<file path="config.mk">
export PLATFORM = sky130hd
export DESIGN_NAME = psum_acc_tree_flat
export DESIGN_NICKNAME = d
export VERILOG_FILES = /design/src/rtl/psum_acc_tree_if.sv /design/src/rtl/psum_acc_tree.sv /design/src/flat_wrapper.sv
export SDC_FILE = /design/constraint.sdc
export NUM_CORES = 1
export LEC_CHECK = 0
export ABC_AREA = 1
export BUFFER_PORTS_ARGS = -buffer_cell sky130_fd_sc_hd__buf_2
export CORE_UTILIZATION = 61
export DETAILED_ROUTE_END_ITERATION = 10
export PLACE_DENSITY = 0.85
export SKIP_LAST_GASP = 1
export SLEW_MARGIN = 20
export SYNTH_ARGS = -nofsm -noshare
export SYNTH_HDL_FRONTEND = slang
export SYNTH_SLANG_ARGS = --single-unit
</file>
<file path="constraint.sdc">
create_clock -name clk -period 8.83 [get_ports clk]
set_input_delay 2.2075 -clock clk [delete_from_list [all_inputs] [get_ports clk]]
set_output_delay 2.2075 -clock clk [all_outputs]
set_load 0.005 [all_outputs]
</file>
<file path="src/rtl/psum_acc_tree_if.sv">
// Beat-in / group-sum-out handshake bundle for psum_acc_tree.
// Widths come from the same three parameters the block uses.
interface psum_acc_tree_if #(
  parameter int N_IN  = 9,
  parameter int IN_W  = 25,
  parameter int ACC_W = 32
);
  logic                    in_valid;
  logic                    in_ready;
  logic [N_IN*IN_W-1:0]    in_data;
  logic                    in_first;
  logic                    in_last;
  logic                    out_valid;
  logic                    out_ready;
  logic signed [ACC_W-1:0] out_sum;
  logic                    ovf;

  modport master (
    output in_valid, in_data, in_first, in_last, out_ready,
    input  in_ready, out_valid, out_sum, ovf
  );

  modport slave (
    input  in_valid, in_data, in_first, in_last, out_ready,
    output in_ready, out_valid, out_sum, ovf
  );
endinterface

</file>
<file path="src/rtl/psum_acc_tree.sv">
// Signed N_IN-lane adder tree feeding a group accumulator; PSUM_SAT_EN selects saturating accumulation with sticky ovf.
// Latency $clog2(N_IN)+1 cycles from in_last to out_valid; out_valid && !out_ready freezes every stage and drops in_ready.
module psum_acc_tree #(
  parameter int N_IN  = 9,
  parameter int IN_W  = 25,
  parameter int ACC_W = 32
) (
  input logic            clk,
  input logic            rst_n,
  psum_acc_tree_if.slave bus
);

  localparam int L  = $clog2(N_IN);
  localparam int TW = IN_W + L;

  // Operand count entering tree stage k.
  function automatic int cnt_at(input int k);
    int c;
    c = N_IN;
    for (int i = 0; i < k; i++) c = (c + 1) / 2;
    return c;
  endfunction

  logic stall;
  logic in_xfer;
  logic out_valid_q;
  logic ovf_q;
  logic signed [ACC_W-1:0] out_sum_q;

  assign stall        = out_valid_q && !bus.out_ready;
  assign in_xfer      = bus.in_valid && !stall;
  assign bus.in_ready = !stall;

  for (genvar k = 0; k < L; k++) begin : g_stg
    localparam int NI = cnt_at(k);
    localparam int NO = (NI + 1) / 2;
    localparam int WI = IN_W + k;

    logic signed [WI-1:0] opnd  [NI];
    logic signed [WI:0]   sum_d [NO];
    logic signed [WI:0]   sum_q [NO];
    logic                 src_vld;
    logic                 src_first;
    logic                 src_last;
    logic                 vld_q;
    logic                 first_q;
    logic                 last_q;

    if (k == 0) begin : g_src
      for (genvar i = 0; i < NI; i++) begin : g_ln
        assign opnd[i] = bus.in_data[i*IN_W +: IN_W];
      end
      assign src_vld   = in_xfer;
      assign src_first = bus.in_first;
      assign src_last  = bus.in_last;
    end else begin : g_src
      for (genvar i = 0; i < NI; i++) begin : g_ln
        assign opnd[i] = g_stg[k-1].sum_q[i];
      end
      assign src_vld   = g_stg[k-1].vld_q;
      assign src_first = g_stg[k-1].first_q;
      assign src_last  = g_stg[k-1].last_q;
    end

    // Each stage grows by one bit, so pairwise sums never overflow.
    for (genvar o = 0; o < NO; o++) begin : g_add
      if (2*o + 1 < NI) begin : g_pair
        assign sum_d[o] = {opnd[2*o][WI-1], opnd[2*o]} + {opnd[2*o+1][WI-1], opnd[2*o+1]};
      end else begin : g_pass
        assign sum_d[o] = {opnd[2*o][WI-1], opnd[2*o]};
      end
    end

    always_ff @(posedge clk or negedge rst_n) begin
      if (!rst_n) begin
        vld_q   <= 1'b0;
        first_q <= 1'b0;
        last_q  <= 1'b0;
      end else if (!stall) begin
        vld_q   <= src_vld;
        first_q <= src_first;
        last_q  <= src_last;
      end
    end

    always_ff @(posedge clk) begin
      if (!stall) sum_q <= sum_d;
    end
  end

  logic signed [TW-1:0]    tree_res;
  logic                    tree_vld;
  logic                    tree_first;
  logic                    tree_last;
  logic signed [ACC_W-1:0] res_ext;
  logic signed [ACC_W-1:0] base;
  logic signed [ACC_W-1:0] acc_q;
  logic signed [ACC_W-1:0] acc_nxt;

  assign tree_res   = g_stg[L-1].sum_q[0];
  assign tree_vld   = g_stg[L-1].vld_q;
  assign tree_first = g_stg[L-1].first_q;
  assign tree_last  = g_stg[L-1].last_q;
  assign res_ext    = ACC_W'(tree_res);
  assign base       = tree_first ? '0 : acc_q;

`ifdef PSUM_SAT_EN
  logic signed [ACC_W:0] wide;
  logic                  sat_hit;

  assign wide    = {base[ACC_W-1], base} + {res_ext[ACC_W-1], res_ext};
  assign sat_hit = wide[ACC_W] ^ wide[ACC_W-1];

  always_comb begin
    acc_nxt = wide[ACC_W-1:0];
    if (sat_hit) acc_nxt = wide[ACC_W] ? {1'b1, {(ACC_W-1){1'b0}}} : {1'b0, {(ACC_W-1){1'b1}}};
  end

  always_ff @(posedge clk or negedge rst_n) begin
    if (!rst_n)                             ovf_q <= 1'b0;
    else if (!stall && tree_vld && sat_hit) ovf_q <= 1'b1;
  end
`else
  assign acc_nxt = base + res_ext;
  assign ovf_q   = 1'b0;
`endif

  // A closing beat publishes the sum and clears acc so the next group starts from zero.
  always_ff @(posedge clk or negedge rst_n) begin
    if (!rst_n) begin
      acc_q       <= '0;
      out_sum_q   <= '0;
      out_valid_q <= 1'b0;
    end else if (!stall) begin
      out_valid_q <= tree_vld && tree_last;
      if (tree_vld) begin
        if (tree_last) begin
          out_sum_q <= acc_nxt;
          acc_q     <= '0;
        end else begin
          acc_q     <= acc_nxt;
        end
      end
    end
  end

  assign bus.out_valid = out_valid_q;
  assign bus.out_sum   = out_sum_q;
  assign bus.ovf       = ovf_q;

endmodule

</file>
<file path="src/flat_wrapper.sv">
// flat-port wrapper written by rule: the top's interface ports become plain ports
module psum_acc_tree_flat 
#(
  parameter int N_IN  = 9,
  parameter int IN_W  = 25,
  parameter int ACC_W = 32
)
  (clk, rst_n, bus_in_valid, bus_in_data, bus_in_first, bus_in_last, bus_out_ready, bus_in_ready, bus_out_valid, bus_out_sum, bus_ovf);
  psum_acc_tree_if #(.N_IN(N_IN), .IN_W(IN_W), .ACC_W(ACC_W)) bus_i ();
  input logic clk;
  input logic rst_n;
  input wire logic [$bits(bus_i.in_valid)-1:0] bus_in_valid;
  input wire logic [$bits(bus_i.in_data)-1:0] bus_in_data;
  input wire logic [$bits(bus_i.in_first)-1:0] bus_in_first;
  input wire logic [$bits(bus_i.in_last)-1:0] bus_in_last;
  input wire logic [$bits(bus_i.out_ready)-1:0] bus_out_ready;
  output wire logic [$bits(bus_i.in_ready)-1:0] bus_in_ready;
  output wire logic [$bits(bus_i.out_valid)-1:0] bus_out_valid;
  output wire logic [$bits(bus_i.out_sum)-1:0] bus_out_sum;
  output wire logic [$bits(bus_i.ovf)-1:0] bus_ovf;
  assign bus_i.in_valid = bus_in_valid;
  assign bus_i.in_data = bus_in_data;
  assign bus_i.in_first = bus_in_first;
  assign bus_i.in_last = bus_in_last;
  assign bus_i.out_ready = bus_out_ready;
  assign bus_in_ready = bus_i.in_ready;
  assign bus_out_valid = bus_i.out_valid;
  assign bus_out_sum = bus_i.out_sum;
  assign bus_ovf = bus_i.ovf;
  psum_acc_tree #(.N_IN(N_IN), .IN_W(IN_W), .ACC_W(ACC_W)) u_core (.clk(clk), .rst_n(rst_n), .bus(bus_i));
endmodule
</file>
# [After elaboration in Yosys (flattened, before gate mapping)]
# Cells that the tools add are included.
# W data, S select, Z words.
[totals] inputBits=231 out_inout_bits=35 reg_bits=367 elab_cells=45
[classes] n_reduce_logical=7 bitwise_logic=1 mux=2 n_addsub=9
[ops] op="$add A25 B25 Y26" count=4
[ops] op="$mux W32" count=2
[ops] op="$add A26 B26 Y27" count=2
[ops] op="$add A32 B29 Y32" count=1
[ops] op="$add A28 B25 Y29" count=1
[ops] op="$add A27 B27 Y28" count=1
[ops] op="$logic_and A1 B1 Y1" count=3
[ops] op="$reduce_and A3 Y1" count=1
[ops] op="$logic_not A1 Y1" count=2
[ops] op="$reduce_and A2 Y1" count=1
[ops] op="$not A1 Y1" count=1

# [Depth between registers and ports, before layout]
# Gate-level depths: netlist of run 1.
[logic_depth] ltp_word=4 ltp_mapped=15 ltp_nobuf=15

# [Worst setup path after synthesis of run 1]
# OpenSTA, ideal clock, no wires.
[synth_path] path_kind="input port to output port" startpoint="in bus_out_ready" endpoint="out bus_in_ready" path_buffers=2 required_ns=6.622 arrival_time_ns=5.973 path_stages=4 slack_ns=0.650 path_cell_list="nor2_1 -> buf_2 -> inv_2 -> buf_2"
[synth_between] elab_chain_cells=3
[synth_rtl] element="start, declared" line_no="flat_wrapper.sv:16" source="input wire logic [$bits(bus_i.out_ready)-1:0] bus_out_ready;"
[synth_rtl] element="$logic_not A1 Y1" line_no="psum_acc_tree.sv:30" source="assign stall = out_valid_q && !bus.out_ready;"
[synth_rtl] element="$logic_and A1 B1 Y1" line_no="psum_acc_tree.sv:30"
[synth_rtl] element="$logic_not A1 Y1" line_no="psum_acc_tree.sv:32" source="assign bus.in_ready = !stall;"
[synth_rtl] element="end, declared" line_no="flat_wrapper.sv:17" source="output wire logic [$bits(bus_i.in_ready)-1:0] bus_in_ready;"
# No other way between the ends.

# [Final worst setup path of run 1]
# Same ends and word-level chain as after synthesis.

==> results of run 1 <==
==> synth_stat cells (2+ instances only) <==
| cell | count |
|---|---|
| a211oi_1 | 3 |
| a21boi_0 | 2 |
| a21o_1 | 27 |
| a21oi_1 | 251 |
| a21oi_2 | 4 |
| a31oi_1 | 16 |
| and2_1 | 4 |
| buf_2 | 10 |
| clkbuf_1 | 5 |
| dfrtp_1 | 77 |
| edfxtp_1 | 290 |
| fa_1 | 9 |
| ha_1 | 238 |
| inv_1 | 344 |
| inv_2 | 5 |
| nand2_1 | 945 |
| nand2_2 | 29 |
| nand3_1 | 213 |
| nand3_2 | 16 |
| nand3b_1 | 3 |
| nand4_1 | 59 |
| nor2_1 | 289 |
| nor2_2 | 22 |
| nor2_4 | 2 |
| nor3_1 | 45 |
| nor3_2 | 9 |
| nor4_1 | 11 |
| o211a_1 | 2 |
| o211ai_1 | 7 |
| o211ai_2 | 5 |
| o21ai_0 | 117 |
| o21ai_1 | 26 |
| o21ai_2 | 2 |
| o21bai_1 | 16 |
| o22ai_1 | 6 |
| or2_2 | 5 |
| xnor2_1 | 41 |
| xor2_1 | 120 |
==> kinds of logic (layout without fill, tap and decap cells) <==
family,Yosys count,count (layout),synth area share [%]
other,1,1,0.01425
buffers and inverters,366,688,5.284
AND/OR/NAND/NOR,1653,1653,26.75
adder cells (fa/ha/maj),247,247,12.00
AO/OA/AOI/OAI,486,486,10.16
flip-flops,367,367,40.43
XOR/XNOR,161,161,5.360
==> how the worst min path moves through the flow <==
stage                               from  slack (ns)  depth (start not counted)                   endpoint
5_1_grt        u_core.g_stg[0].sum_q[13]        0.42                          0  u_core.g_stg[1].sum_q[13]
6_report        u_core.g_stg[1].sum_q[1]        0.41                          0   u_core.g_stg[2].sum_q[1]
2_1_floorplan   u_core.g_stg[0].sum_q[0]        0.40                          0   u_core.g_stg[1].sum_q[0]
3_5_place_dp   u_core.g_stg[0].sum_q[18]        0.40                          0  u_core.g_stg[1].sum_q[18]
3_3_place_gp    u_core.g_stg[0].sum_q[0]        0.40                          0   u_core.g_stg[1].sum_q[0]
4_1_cts         u_core.g_stg[0].sum_q[5]        0.42                          0   u_core.g_stg[1].sum_q[5]
==> power by group through the flow <==
stage               sequential (W)  combinational [W]  clock [W]
floorplan                  0.00316            0.00427          0
global placement           0.00325            0.00560          0
detailed placement         0.00327            0.00569          0
CTS                        0.00325            0.00574    0.00169
global route               0.00330            0.00652    0.00176
finish                     0.00324            0.00582    0.00167
==> per-layer routing <==
layer	vias to the layer above	routed length, um	global-route usage [%]	part of all wire [%]
li1	11710	-	-	-
met1	10510	27220	36.73	41
met2	783	32850	54.75	50
met3	179	3409	3.786	5.1
met4	0	2774	12.66	4.2
met5	-	0	0	0
==> worst max-delay path, stage by stage <==
cell    delay, ns
buf_2        0.09
nor2_1       0.74
inv_8        0.43
buf_2        0.30
==> cell usage in the layout, fill, tap and decap left out, types with 4 or more instances in the layout <==
| master | count |
|---|---|
| nand3_1 | 213 |
| buf_2 | 263 |
| xor2_1 | 120 |
| clkbuf_16 | 40 |
| fa_1 | 9 |
| clkbuf_1 | 8 |
| o211ai_1 | 7 |
| a31oi_1 | 16 |
| nand4_1 | 59 |
| nor2_2 | 22 |
| or2_2 | 5 |
| a21o_1 | 27 |
| o22ai_1 | 6 |
| a21oi_2 | 4 |
| o211ai_2 | 5 |
| clkinvlp_4 | 4 |
| buf_4 | 5 |
| bufinv_16 | 5 |
| nor3_2 | 9 |
| clkinv_2 | 5 |
| and2_1 | 4 |
| nand2_1 | 945 |
| nor3_1 | 45 |
| clkinv_1 | 4 |
| ha_1 | 238 |
| o21bai_1 | 16 |
| inv_2 | 4 |
| edfxtp_1 | 290 |
| a21oi_1 | 251 |
| o21ai_1 | 26 |
| nand2_2 | 29 |
| o21ai_0 | 117 |
| inv_1 | 344 |
| nor2_1 | 289 |
| dfrtp_1 | 77 |
| xnor2_1 | 41 |
| nand3_2 | 16 |
| nor4_1 | 11 |
==> cell type report <==
cell class                 instances  area [um^2]  area share (%)
tap                              539        674.4           2.280
timing repair buffer             269         1374           4.645
multi-input combinational       2548        14280           48.29
inverter                         350         1321           4.467
clock buffer                      48         1031           3.486
clock inverter                    21        259.0          0.8757
sequential                       367        10640           35.96
==> registers in the layout, summed over array words and instances, names as in the netlist <==
signal and count:
u_core.g_stg.vld_q 4, u_core.g_stg.last_q 4, u_core.g_stg.first_q 4, u_core.bus.out_valid 1, u_core.bus.out_sum 32, u_core.g_stg.sum_q 290
u_core.acc_q 32
==> through the flow <==
step / hold slack, ns / cell area (um^2) / worst slack, ns
3_3_place_gp: 0.4008 / 28290 / 2.769
6_report: 0.4142 / 29580 / 2.714
5_1_grt: 0.4207 / 29580 / 2.596
3_5_place_dp: 0.4045 / 28290 / 2.752
4_1_cts: 0.4157 / 29580 / 2.756
2_1_floorplan: 0.4003 / 26310 / 0.6496
==> run metrics, run 1 <==
setup TNS=0 ns; CP Launch Type=input pin; number of placed instances, taps included=4073; area delta synth->final=12.43%; Via Count=23180; fin cells=between 4000 and 5000; yosys warns=0; Initial DRC Count=just under 2000; Post-synth EDFFs=just under 300; sequential share of power=a little under a third; post-route core utilization=70.04%; post_cts resized=0; Mapped Area=26310 um^2; Yosys cell types=44; power density over the cells=roughly 360 nW/um^2; unrepaired setup endpoints after global routing=false; worst r2r src=u_core.bus.out_valid; first-pass GRT wire length=~110 mm; HPWL after detailed placement=52.59 mm; fillers=between 3000 and 4000; setup slack, reg-to-reg=5.91 ns; part of the Yosys area used for sequential elements=between 40% and 50%; vias in the first global route=around 22000; Die H=209.7 um; die area=about 44000 um^2; internal power=0.005872 W; TritonCTS buffer count=39; layout cells sized above 1=approximately an eighth; Worst-Skew Late Latency=around 0.57 ns; grt ovf=0; Post-CTS Setup Bufs=0; final WL=66.25 mm; fmax=0.1635 GHz; Clock Path Buffers=3; clock-pin slew on the worst setup and hold paths=about 0.060 ns; net switching power=around 0.0049 W; Syn Area/Cell=between 8 and 9 um^2; Die Wd=209.7 um; top_reg_cell synth=edfxtp_1; sw frac=between 40% and 50%; hold crit path type=reg -> reg; IO Pins=~270; CTS H-Tree Depth=2; critical path required time=6.62 ns; Slew @ Worst Pin=approximately 1.0 ns; Setup Crit Path Kind=in -> out; maximum number of pins on one net before global-route repair=195; CTS tree=yes; CP endpoint kind=primary output; Mapped Cells=~3300; DRC Markers=0; share of synthesized flip-flops with an asynchronous set or reset=between 20% and 30%; I/O Buffers=~260; CP endpoint=bus_in_ready; gr usage total=roughly 30%; GP Congestion=about 1; syn_nets=around 3800; Slew HR=roughly 30%; CP Max Fanout=between 100 and 150; WP data arrival=between 3 and 4 ns; skew final=0.01615 ns; status=finished, final reports clean; Core ar.=approximately 42000 um^2; #FFs+latches synth=around 370; n_diodes=0; row count=between 70 and 80; crit path time final=between 6 and 7 ns; LEAKAGE=roughly 15 nW; Final Hold Viols=0; Synth top area share=between 30 and 40%; maximum VDD drop=around 0.29 mV; top post-synthesis cells by area=edfxtp_1 (33%), nand2_1 (13%), ha_1 (11%); Final period util=around 69%; CTS Hold Bufs=0; 1st-pass router iterations=6; final setup fails=0; Setup crit start=bus_out_ready; Vias/cell=about 5.6; antenna-violating nets left=0; Max Cap Viol=0; Logic pwr share=54.2%; RR Endpoint=u_core.bus.out_sum[3]; Yosys top cell by area=edfxtp_1; total clock sinks=367; Final Net Count=4053; Clk pwr share=about 16%; worst reg2reg path depth=8; CTS root buffer=clkbuf_16; Power, Total=between 0.01 and 0.015 W; antenna violations before repair=0; Initial Util=62.30%; wire length per cell=~16 um; final slew viol count=0
(Power assumes the default switching activity.)
==> inputs of run 2 (changes only) <==
clock period = 5.8 ns   (was 8.83 ns; I/O delays follow)
==> run 2 against run 1 <==
Against the previous run: cell count barely moved; non-clock buffer count rose by 2; hold slack barely moved; via count fell by 0.21%; register-to-register slack got worse by 3.0 ns; largest cell class unchanged.
==> run metrics, run 2 (synthesis results as in run 1) <==
status=finished, final reports clean; CP endpoint kind=primary output; post_cts resized=0; Post-CTS Setup Bufs=0; CTS root buffer=clkbuf_16; Die H=between 200 and 250 um; Final Hold Viols=0; most frequent cells in the layout=nand2_1 (945), inv_1 (344), edfxtp_1 (290); CTS tree=yes; Max Cap Viol=0; fin cells=roughly 4100; Final period util=76.09%; final slew viol count=0; Die Wd=209.7 um; CP Launch Type=input pin; CTS Hold Bufs=0; post-route core utilization=between 60% and 70%; CP Max Fanout=64; critical path required time=approximately 4.4 ns; die area=between 40000 and 50000 um^2; 1st-pass router iterations=9; Core ar.=roughly 42000 um^2; first-pass GRT wire length=around 110 mm; final instance area=29520 um^2; Vias/cell=between 5 and 6; Initial Util=62.30%; setup slack, reg-to-reg=about 2.9 ns; CTS H-Tree Depth=2; dpl ws=1.409 ns; TritonCTS buffer count=37; hold crit path type=reg -> reg; final setup fails=0; maximum number of pins on one net before global-route repair=around 170; number of placed instances, taps included=about 4100; Slew @ Worst Pin=about 1.1 ns; row count=75; commonest non-fill, non-tap cell in the layout=nand2_1; antenna-violating nets left=0; layout cells sized above 1=between 10% and 20%; Biggest register=u_core.g_stg.sum_q; unrepaired setup endpoints after global routing=false; Initial DRC Count=~1900; clock-pin slew on the worst setup and hold paths=~0.060 ns; antenna violations before repair=0; Clock Path Buffers=3; maximum VDD drop=0.2970 mV; WP data arrival=~3 ns; setup TNS=0 ns; I/O Buffers=between 200 and 300; final WL=around 65 mm; Slew HR=just under 30%; crit path time final=around 4.4 ns; gr usage total=29.55%; HPWL after detailed placement=52.43 mm; LEAKAGE=around 14 nW; grt ovf=0; final worst slack=around 1.4 ns; vias in the first global route=22110; wire length per cell=~16 um; fmax=about 0.23 GHz; Placement Cell Area=between 20000 and 30000 um^2; Final Net Count=between 4000 and 5000; max reg flops=a little under 300; area delta synth->final=12.19%; IO Pins=~270; total clock sinks=approximately 370; DRC Markers=0; power density over the cells=about 550 nW/um^2; n_diodes=0; GP Congestion=0.9843; Via Count=between 20000 and 25000; Setup Crit Path Kind=in -> out; Worst-Skew Late Latency=about 0.54 ns; skew final=between 0.015 and 0.02 ns
run 2: cell types whose count changed in the layout (fill, tap and decap cells not counted), moves of 2 or more:
cell       before  now
buf_4           5    7
bufinv_16       5    1
clkbuf_8        0    4
inv_6           3    1
clkinv_2        5    3
run 2: final timing paths:
check	startpoint	end	cells past startpoint
worst max-delay path	bus_out_ready	bus_in_ready	4
worst min-delay path	u_core.g_stg[0].sum_q[0]	u_core.g_stg[1].sum_q[0]	0
worst max register to register	u_core.g_stg[3].first_q	u_core.bus.out_sum[16]	12
worst min register to register	u_core.g_stg[0].sum_q[0]	u_core.g_stg[1].sum_q[0]	0
max in group asynchronous	rst_n	u_core.acc_q[24]	1
min in group asynchronous	rst_n	u_core.acc_q[3]	1
run 2: metal layers:
layer | global-route usage (%) | vias to the layer above | wire (um)
li1 | - | 11680 | -
met1 | 35.40 | 10420 | 26610
met2 | 53.82 | 834 | 32110
met3 | 3.097 | 195 | 3180
met4 | 12.53 | 0 | 2857
met5 | 0 | - | 0
run 2: per-stage QoR:
step	hold slack, ns	power (W)
6_report	0.4137	0.01614
5_1_grt	0.4213	0.01741
4_1_cts	0.4154	0.01607
3_5_place_dp	0.4045	0.01362
3_3_place_gp	0.4006	0.01342
2_1_floorplan	0.4003	0.01128
run 2: area by class of cell:
cell class	count	area, um^2
Multi-Input combinational cell	2548	14280
Inverter	350	1321
Tap cell	539	674.4
Sequential cell	367	10640
Clock inverter	12	98.84
Timing Repair Buffer	271	1389
Fill cell	3528	12710
Clock buffer	53	1115
run 2: power by group:
| part | leakage, nW | internal (W) | total, W | switching (W) |
|---|---|---|---|---|
| clock network | 0.589 | 0.00139 | 0.00237 | 0.000988 |
| registers | 3.99 | 0.00443 | 0.00495 | 0.000515 |
| logic | 9.90 | 0.00302 | 0.00882 | 0.00580 |
| total | 14.5 | 0.00884 | 0.0161 | 0.00730 |
run 2: worst max-delay path, cell delays in order:
cell	delay, ns
buf_2	0.10
nor2_1	0.77
inv_8	0.32
buf_2	0.26
